`src/rtl/line_follower_pkg.sv`:
```
// ---------------------------------------------------------------------------
// line_follower_pkg
// Shared definitions for the line-follower path logic: node-ID width, number
// of slots in the planner path word, the "before start" sentinel ID and the
// path sequencer state enumeration.
// No ports (package).
// ---------------------------------------------------------------------------
package line_follower_pkg;

    localparam int NODE_W     = 5;
    localparam int PATH_SLOTS = 10;
    localparam int SENTINEL   = 27;

    typedef enum logic [2:0] {
        IDLE,
        LOAD,
        ISSUE,
        TRAVEL,
        DONE
    } seq_state_t;

endpackage

```
`src/rtl/path_len_scan.sv`:
```
// ---------------------------------------------------------------------------
// path_len_scan
// Combinational scan of a planner path word. Finds the lowest slot holding
// the sentinel (k), or PATH_SLOTS when none does, and flags the path as bad
// when any node ID below that slot is out of range.
// Ports:
//   path_word : input,  PATH_SLOTS*NODE_W bits, slot i at [i*NODE_W +: NODE_W]
//   k         : output, index of first sentinel slot (PATH_SLOTS if absent)
//   bad       : output, a slot below k holds an ID >= SENTINEL
// ---------------------------------------------------------------------------
module path_len_scan #(
    parameter int NODE_W     = line_follower_pkg::NODE_W,
    parameter int PATH_SLOTS = line_follower_pkg::PATH_SLOTS,
    parameter int SENTINEL   = line_follower_pkg::SENTINEL,
    parameter int KW         = $clog2(PATH_SLOTS + 1)
) (
    input  logic [PATH_SLOTS*NODE_W-1:0] path_word,
    output logic [KW-1:0]                k,
    output logic                         bad
);
    import line_follower_pkg::*;

    // Walk the slots from the end node upward. Until the first sentinel is
    // met every slot belongs to the path, so any ID above the sentinel seen
    // before it marks the path as bad; slots past the sentinel are don't-care.
    always_comb begin
        logic found;
        logic [NODE_W-1:0] s;
        k     = KW'(PATH_SLOTS);
        bad   = 1'b0;
        found = 1'b0;
        for (int i = 0; i < PATH_SLOTS; i++) begin
            s = path_word[i*NODE_W +: NODE_W];
            if (!found) begin
                if (s == NODE_W'(SENTINEL)) begin
                    found = 1'b1;
                    k     = KW'(i);
                end else if (s > NODE_W'(SENTINEL)) begin
                    bad = 1'b1;
                end
            end
        end
    end

endmodule

```
`src/rtl/path_sequencer.sv`:
```
// ---------------------------------------------------------------------------
// path_sequencer
// Turns a planner path word into a sequence of move commands for the motor
// controller, one edge at a time, advancing on each node_reached pulse.
// Ports:
//   clk, rst_n            : clock, asynchronous active-low reset
//   path_valid, path_in   : planner done level and packed path word
//   abort                 : cancel the current path (highest priority)
//   move_valid/move_ready : move command handshake
//   move_from, move_to    : edge to traverse
//   node_reached          : arrival pulse from line sensing
//   cur_node              : last node reached
//   busy                  : high whenever not IDLE
//   path_done, path_err   : one-cycle completion / rejection pulses
// ---------------------------------------------------------------------------
module path_sequencer #(
    parameter int NODE_W     = line_follower_pkg::NODE_W,
    parameter int PATH_SLOTS = line_follower_pkg::PATH_SLOTS,
    parameter int SENTINEL   = line_follower_pkg::SENTINEL
) (
    input  logic                         clk,
    input  logic                         rst_n,
    input  logic                         path_valid,
    input  logic [PATH_SLOTS*NODE_W-1:0] path_in,
    input  logic                         abort,
    output logic                         move_valid,
    input  logic                         move_ready,
    output logic [NODE_W-1:0]            move_from,
    output logic [NODE_W-1:0]            move_to,
    input  logic                         node_reached,
    output logic [NODE_W-1:0]            cur_node,
    output logic                         busy,
    output logic                         path_done,
    output logic                         path_err
);
    import line_follower_pkg::*;

    localparam int KW = $clog2(PATH_SLOTS + 1);

    seq_state_t                   state;
    logic                         pv_q;
    logic                         pv_armed;
    logic                         pv_rise;
    logic [PATH_SLOTS*NODE_W-1:0] path_q;
    logic [KW-1:0]                idx;
    logic [KW-1:0]                scan_k;
    logic                         scan_bad;

    function automatic logic [NODE_W-1:0] slot(input logic [PATH_SLOTS*NODE_W-1:0] w,
                                               input logic [KW-1:0] i);
        return w[int'(i)*NODE_W +: NODE_W];
    endfunction

    path_len_scan #(
        .NODE_W    (NODE_W),
        .PATH_SLOTS(PATH_SLOTS),
        .SENTINEL  (SENTINEL),
        .KW        (KW)
    ) u_scan (
        .path_word(path_q),
        .k        (scan_k),
        .bad      (scan_bad)
    );

    // Rising-edge detector for the planner done level. The armed flag only
    // sets once path_valid has been seen low, so a level that is still high
    // when reset releases cannot masquerade as a fresh path.
    always_ff @(posedge clk or negedge rst_n) begin
        if (!rst_n) begin
            pv_q     <= 1'b0;
            pv_armed <= 1'b0;
        end else begin
            pv_q     <= path_valid;
            pv_armed <= pv_armed | ~path_valid;
        end
    end

    assign pv_rise = path_valid & ~pv_q & pv_armed;
    assign busy    = (state != IDLE);

    // Main sequencer. Abort wins over everything and leaves cur_node alone.
    // In TRAVEL the node being reached is always the current move_to, and
    // the next edge starts from it, so the following move_from is simply
    // the old move_to. The completion and error pulses default low each cycle.
    always_ff @(posedge clk or negedge rst_n) begin
        if (!rst_n) begin
            state      <= IDLE;
            path_q     <= '0;
            idx        <= '0;
            cur_node   <= '0;
            move_valid <= 1'b0;
            move_from  <= '0;
            move_to    <= '0;
            path_done  <= 1'b0;
            path_err   <= 1'b0;
        end else begin
            path_done <= 1'b0;
            path_err  <= 1'b0;
            if (abort) begin
                state      <= IDLE;
                move_valid <= 1'b0;
            end else begin
                case (state)
                    IDLE: begin
                        if (pv_rise) begin
                            path_q <= path_in;
                            state  <= LOAD;
                        end
                    end
                    LOAD: begin
                        if (scan_k == '0 || scan_bad) begin
                            path_err <= 1'b1;
                            state    <= IDLE;
                        end else if (scan_k == KW'(1)) begin
                            cur_node  <= slot(path_q, '0);
                            path_done <= 1'b1;
                            state     <= DONE;
                        end else begin
                            idx        <= scan_k - KW'(1);
                            cur_node   <= slot(path_q, scan_k - KW'(1));
                            move_from  <= slot(path_q, scan_k - KW'(1));
                            move_to    <= slot(path_q, scan_k - KW'(2));
                            move_valid <= 1'b1;
                            state      <= ISSUE;
                        end
                    end
                    ISSUE: begin
                        if (move_ready) begin
                            move_valid <= 1'b0;
                            state      <= TRAVEL;
                        end
                    end
                    TRAVEL: begin
                        if (node_reached) begin
                            cur_node <= move_to;
                            idx      <= idx - KW'(1);
                            if (idx == KW'(1)) begin
                                path_done <= 1'b1;
                                state     <= DONE;
                            end else begin
                                move_from  <= move_to;
                                move_to    <= slot(path_q, idx - KW'(2));
                                move_valid <= 1'b1;
                                state      <= ISSUE;
                            end
                        end
                    end
                    DONE: begin
                        state <= IDLE;
                    end
                    default: begin
                        state <= IDLE;
                    end
                endcase
            end
        end
    end

endmodule
```
`config.mk`:
```
export PLATFORM = sky130hd
export DESIGN_NAME = path_sequencer
export DESIGN_NICKNAME = d
export VERILOG_FILES = /design/src/rtl/line_follower_pkg.sv /design/src/rtl/path_len_scan.sv /design/src/rtl/path_sequencer.sv
export SDC_FILE = /design/constraint.sdc
export NUM_CORES = 1
export LEC_CHECK = 0
export BUFFER_PORTS_ARGS = -buffer_cell sky130_fd_sc_hd__buf_2
export CORE_MARGIN = 2
export CORE_UTILIZATION = 40
export DETAILED_ROUTE_END_ITERATION = 12
export HOLD_SLACK_MARGIN = 0.06
export SLEW_MARGIN = 5
export SYNTH_ARGS = -nofsm -noshare
export SYNTH_HDL_FRONTEND = slang
export SYNTH_SLANG_ARGS = --single-unit
```
`constraint.sdc`:
```
create_clock -name clk -period 4.84 [get_ports clk]
set_input_delay 0.242 -clock clk [delete_from_list [all_inputs] [get_ports clk]]
set_output_delay 0.242 -clock clk [all_outputs]
set_load 0.02 [all_outputs]
```
### After elaboration in Yosys (flattened, before gate mapping)

Index checks and enable logic that the tools add are counted.

| storage, ports and cells | value |
|---|---|
| input port bits | 56 |
| logic and storage cells | 181 |
| output and inout port bits | 19 |
| bits in registers | 77 |

| cells by class | value |
|---|---|
| reduce and logical (&&, ||, !) cells | 12 |
| shifts and indexed selects | 3 |
| eq/ne operators | 25 |
| add/subtract/negate cells | 4 |
| magnitude comparators | 10 |
| bitwise gates (word level) | 6 |
| $mul | 3 |
| mux-type cells | 107 |

Operator list:

| cell | number |
|---|---|
| $shiftx A50 B8 Y5 | 3 |
| $mux W4 | 22 |
| $mux W1 | 60 |
| $mux W5 | 11 |
| $eq A5 B5 Y1 const B | 10 |
| $gt A5 B5 Y1 const B | 10 |
| $pmux W5 S2 | 3 |
| $mul A4 B3 Y7 const B | 3 |
| $mux W3 | 7 |
| $ne A3 B3 Y1 const B | 6 |
| $pmux W3 S4 | 1 |
| $reduce_and A6 Y1 | 2 |
| $eq A4 B1 Y1 const B | 2 |
| $ne A2 B2 Y1 const B | 4 |
| $pmux W4 S2 | 1 |
| $sub A4 B1 Y4 const B | 2 |
| $sub A4 B2 Y4 const B | 2 |
| $eq A3 B2 Y1 const B | 2 |
| $reduce_and A3 Y1 | 2 |
| $reduce_and A5 Y1 | 1 |
| $logic_not A4 Y1 | 1 |
| $reduce_and A4 Y1 | 1 |
| $reduce_bool A4 Y1 | 1 |
| $eq A3 B1 Y1 const B | 1 |
| 9 further kinds | 12 |

### Logic depth before layout (Yosys ltp)

| depth | value |
|---|---|
| depth after elaboration | 34 |
| gate-level depth with buffers | 17 |
| depth with buffers taken out | 15 |

### Modules after synthesis

Synthesis repeated with hierarchy kept, for this count alone.

| unflattened totals | value |
|---|---|
| cells, all modules | 439 |
| area total of the unflattened synthesis | 4,812.1 um^2 |

By module, submodules not included:

| module | times used | cells each | area an instance (um^2) | sequential area each (um^2) |
|---|---|---|---|---|
| path_sequencer | 1 | 386 | 4,493.1 | 1,926.8 |
| path_len_scan | 1 | 53 | 319.1 | 0.0 |

### Least setup slack after synthesis

OpenSTA, ideal clock, no wires.

| path | value |
|---|---|
| kind | register to register |
| start | register path_q[1] |
| end | register cur_node[3] |
| path buffers | 2 |
| required time | 4.716 ns |
| data arrival time | 3.249 ns |
| clock period less this slack | 3.373 ns |
| setup time | 0.124 ns |
| stages on the path, launching flop included | 18 |
| path slack | 1.467 ns |
| cell sequence | dfrtp_1 > nand4_2 > nor2_2 > or4_4 > or3_1 > buf_6 > nand2_4 > inv_4 > ha_1 > inv_1 > o41ai_1 > o31a_1 > nand3b_1 > nor3_1 > or2_2 > clkbuf_1 > nor2_1 > a211o_1 |

| between the ends | value |
|---|---|
| word-level cells in the longest chain between the ends | 33 |
| elaborated cells between the ends (all ways) | 70 |
| classes of those cells | add/sub (1); mul (1); order compare (1); eq/ne (3); shift (1); mux (60); reduce/logical (3) |

RTL lines:

| element | line | source |
|---|---|---|
| start: declaration | path_sequencer.sv:44 | `logic [PATH_SLOTS*NODE_W-1:0] path_q;` |
| start signal: assignment | path_sequencer.sv:106 | `path_q <= path_in;` |
| branches (longest 33 deep; another with $eq A5 B5 Y1) | n/a |  |
| end signal: assignment | path_sequencer.sv:115 | `cur_node <= slot(path_q, '0);` |
| end signal: assignment | path_sequencer.sv:120 | `cur_node <= slot(path_q, scan_k - KW'(1));` |
| end signal: assignment | path_sequencer.sv:135 | `cur_node <= move_to;` |
| end: declaration | path_sequencer.sv:31 | `output logic [NODE_W-1:0] cur_node,` |

Several ways; the timed one is not identified. The select of a mux whose other input is x is not followed.
A chain may end at the register's enable or synchronous reset.

### Final worst setup path

| path | value |
|---|---|
| start | register path_q[9] |
| end | register cur_node[0] |

| between the ends | value |
|---|---|
| word-level cells in the longest chain between the ends | 31 |
| elaborated cells between the ends (all ways) | 67 |
| classes of those cells | add/sub (1); mul (1); order compare (1); eq/ne (3); shift (1); mux (57); reduce/logical (3) |

RTL lines:

| element |
|---|
| branches (longest 31 deep; another with $eq A5 B5 Y1) |

Several ways; the timed one is not identified. The select of a mux whose other input is x is not followed.

==> impl_metrics.json <==
{
  "startpoint_type": "register",
  "tightest_slew_ns": 1.09,
  "drtIter0Drc": 296,
  "cts_setup_buffers": 0,
  "critPathLaunch": "path_q[9]$_DFFE_PN0P_",
  "crit_chain": "nand4_1, nor2_1, or4_4, or3_1, nand2_4, inv_4, ha_1, nor3_1, o21ai_0, a32oi_1, a41oi_1, a21o_1, a221oi_1",
  "path_clk_slew_ns": 0.06,
  "htreeDepth": 3,
  "period_minus_slack_ns": 4.39,
  "async_reset_ff_share_pct": 100,
  "overflow": 0,
  "ys_warn_count": 0,
  "status": "finished, violations left",
  "cp_max_fo": 13,
  "ys.flop_type": "dfrtp_1",
  "cts_resized": 0,
  "detailed_place_hpwl_um": 10600,
  "num_vias": 4038,
  "dieArea_um2": 12700,
  "maxCapViolations": 0,
  "required_ns": 5.09,
  "viasPerCell": 5.89,
  "ios": 75,
  "clock-sinks": 77,
  "yosysTopAreaCell": "dfrtp_1",
  "drive_gt1_share_pct": 30.2,
  "first_pass_iters": 9,
  "first_global_vias": 3998,
  "hp-class": "in -> async",
  "final.setup.tns_ns": 0,
  "internal_power_mw": 1.93,
  "synthCells": 472,
  "switchingPower_mw": 1.44,
  "syn_nets": 534,
  "synth_area_per_cell_um2": 10.0,
  "arrival_ns": 4.63,
  "core_area_um2": 11500,
  "nets": 600,
  "stdcell_area_um2": 5550,
  "violations": "DRC",
  "cellPowerDensity_nw_per_um2": 609,
  "cts_buffer_depth": 2,
  "finalSetupViolCount": 0,
  "final_cell_mix": "dfrtp_1, buf_2, mux2_2, mux2i_1, nand2_1",
  "clkLatencyLatePin_ns": 0.35,
  "nFillCells": 1107,
  "critPathMaxStageDelay_ns": 0.64,
  "max_slew_margin_pct": 27.2,
  "pwr-share-seq_pct": 32.6,
  "place.gp.congestion": 0.916,
  "seq_area_um2": 1930,
  "netlist-cell-type-count": 58,
  "groute.usage.overall_pct": 22.6,
  "mostFrequentLayoutCell": "dfrtp_1",
  "fin_crit_sh_pct": 90.6,
  "synth_edf_count": 0,
  "synth_top_area_share_pct": 40.6,
  "syn_to_final_growth_pct": 17.0,
  "synthTopCellsByArea": "dfrtp_1, mux2_2, mux2i_1",
  "port_buffers": 74,
  "final-hold-violation-count": 0,
  "cts_tree": "built",
  "power.clock.fraction_pct": 19.9,
  "irDropWorstVdd_uv": 232,
  "multi_input_area_um2": 2680,
  "end_kind": "register",
  "crit_slowest_cell": "or4_4",
  "fmax_mhz": 228,
  "skew_ns": 0.00795,
  "drc": 5,
  "antenna_found_initial": 0,
  "rsz0062_at_grt": "no",
  "seq_area_frac_synth_pct": 40.6,
  "fp.dieH_um": 113,
  "cts_root_buffer": "clkbuf_16",
  "die_w_um": 113,
  "final_max_slew_viol_count": 0,
  "place_area_um2": 5250,
  "leakagePower_nw": 2.60,
  "syn_area_um2": 4740,
  "grt_pass1_wl_um": 22100,
  "grt_max_degree": 78,
  "hold_buffers": 1,
  "wire_per_inst_um": 20.2,
  "synth_seq_cells": 77,
  "sw_frac_of_total_pct": 42.8,
  "initial_utilization_pct": 41.2,
  "cts_inserted_buffers": 9,
  "worstSetupPathType": "reg -> reg",
  "row_count": 39,
  "rr_startpoint": "path_q[9]$_DFFE_PN0P_",
  "antennaDiodeCount": 0,
  "pwr-share-comb_pct": 47.5,
  "detail-route-antenna-nets": 0,
  "wl_um": 13800
}
[metrics by stage]
step	power [mW]	std cells	worst slack, ns	util, %	hold WS (ns)
2_1_floorplan	2.14	472	1.47	-	-0.0536
3_3_place_gp	2.68	669	0.430	45.6	0.383
3_5_place_dp	2.69	669	0.529	45.6	0.397
4_1_cts	3.38	686	0.497	48.2	0.0961
5_1_grt	3.58	686	0.149	48.2	0.117
6_report	3.38	686	0.455	48.2	0.0523
[final timing paths]
kind,to,slack [ns],depth (start not counted)
min in group clk,path_q[27]$_DFFE_PN0P_,0.12,2
max reg2reg,cur_node[0]$_DFFE_PN0P_,0.45,13
min reg2reg,pv_armed$_DFF_PN0_,0.48,1
max,cur_node[0]$_DFFE_PN0P_,0.45,13
max in group asynchronous,path_q[32]$_DFFE_PN0P_,4.16,1
min,pv_armed$_DFF_PN0_,0.05,1
[kinds of logic (layout without fill, tap and decap cells)]
family	Yosys count	after routing	synth area share [%]
flops	77	77	40.6
xor+xnor	1	1	0.185
simple gates	153	153	17.2
fa+ha+maj	6	6	1.58
compound gates	102	102	14.7
buf+inv	38	109	3.30
mux	95	95	22.5
[power by group through the flow]
stage	clock network, mW	registers (mW)	logic, mW
6_report	0.673	1.10	1.60
4_1_cts	0.691	1.10	1.59
3_3_place_gp	0	1.10	1.58
5_1_grt	0.715	1.13	1.74
3_5_place_dp	0	1.11	1.58
2_1_floorplan	0	1.10	1.05
[metal layers]
metal | vias to the layer above | global-route usage [%] | part of all wire (%) | wire length (µm)
li1 | 1905 | - | - | -
met1 | 1998 | 29.6 | 45 | 6220
met2 | 112 | 36.5 | 47 | 6540
met3 | 23 | 5.52 | 4.9 | 673
met4 | 0 | 8.37 | 2.9 | 401
met5 | - | 0 | 0 | 0
[cells in the mapped netlist, types with 8 or more instances]
cell	count
a211oi_1	8
a21oi_1	12
a22oi_1	12
clkbuf_1	20
dfrtp_1	77
inv_1	11
mux2_2	52
mux2i_1	39
nand2_1	33
nand2b_1	8
nand3_1	24
nand4_1	13
nor2_1	24
nor3_1	8
o21ai_0	25
or3_1	10
[critical path: cells and delay by family (launching register included)]
family | cells | cell delay (ns)
flops | 1 | 0.44
compound gates | 5 | 1.26
fa+ha+maj | 1 | 0.33
simple gates | 6 | 2.18
buf+inv | 1 | 0.08
[sequential cells by signal, summed over array words and instances (netlist names), 3 cells and up]
| name | cells |
|---|---|
| path_q | 50 |
| cur_node | 5 |
| move_from | 5 |
| move_to | 5 |
| idx | 4 |
| state | 3 |
[layout make-up]
class                   count  share of cell area [%]
flip-flops and latches     77                    34.7
well taps                 143                    3.22
clock buffers              12                    4.44
multi-input cells         357                    48.2
inverters                  12                   0.857
clock inverters             4                   0.857
repair buffers             81                    7.71
Power figures use the tool's default switching activity.
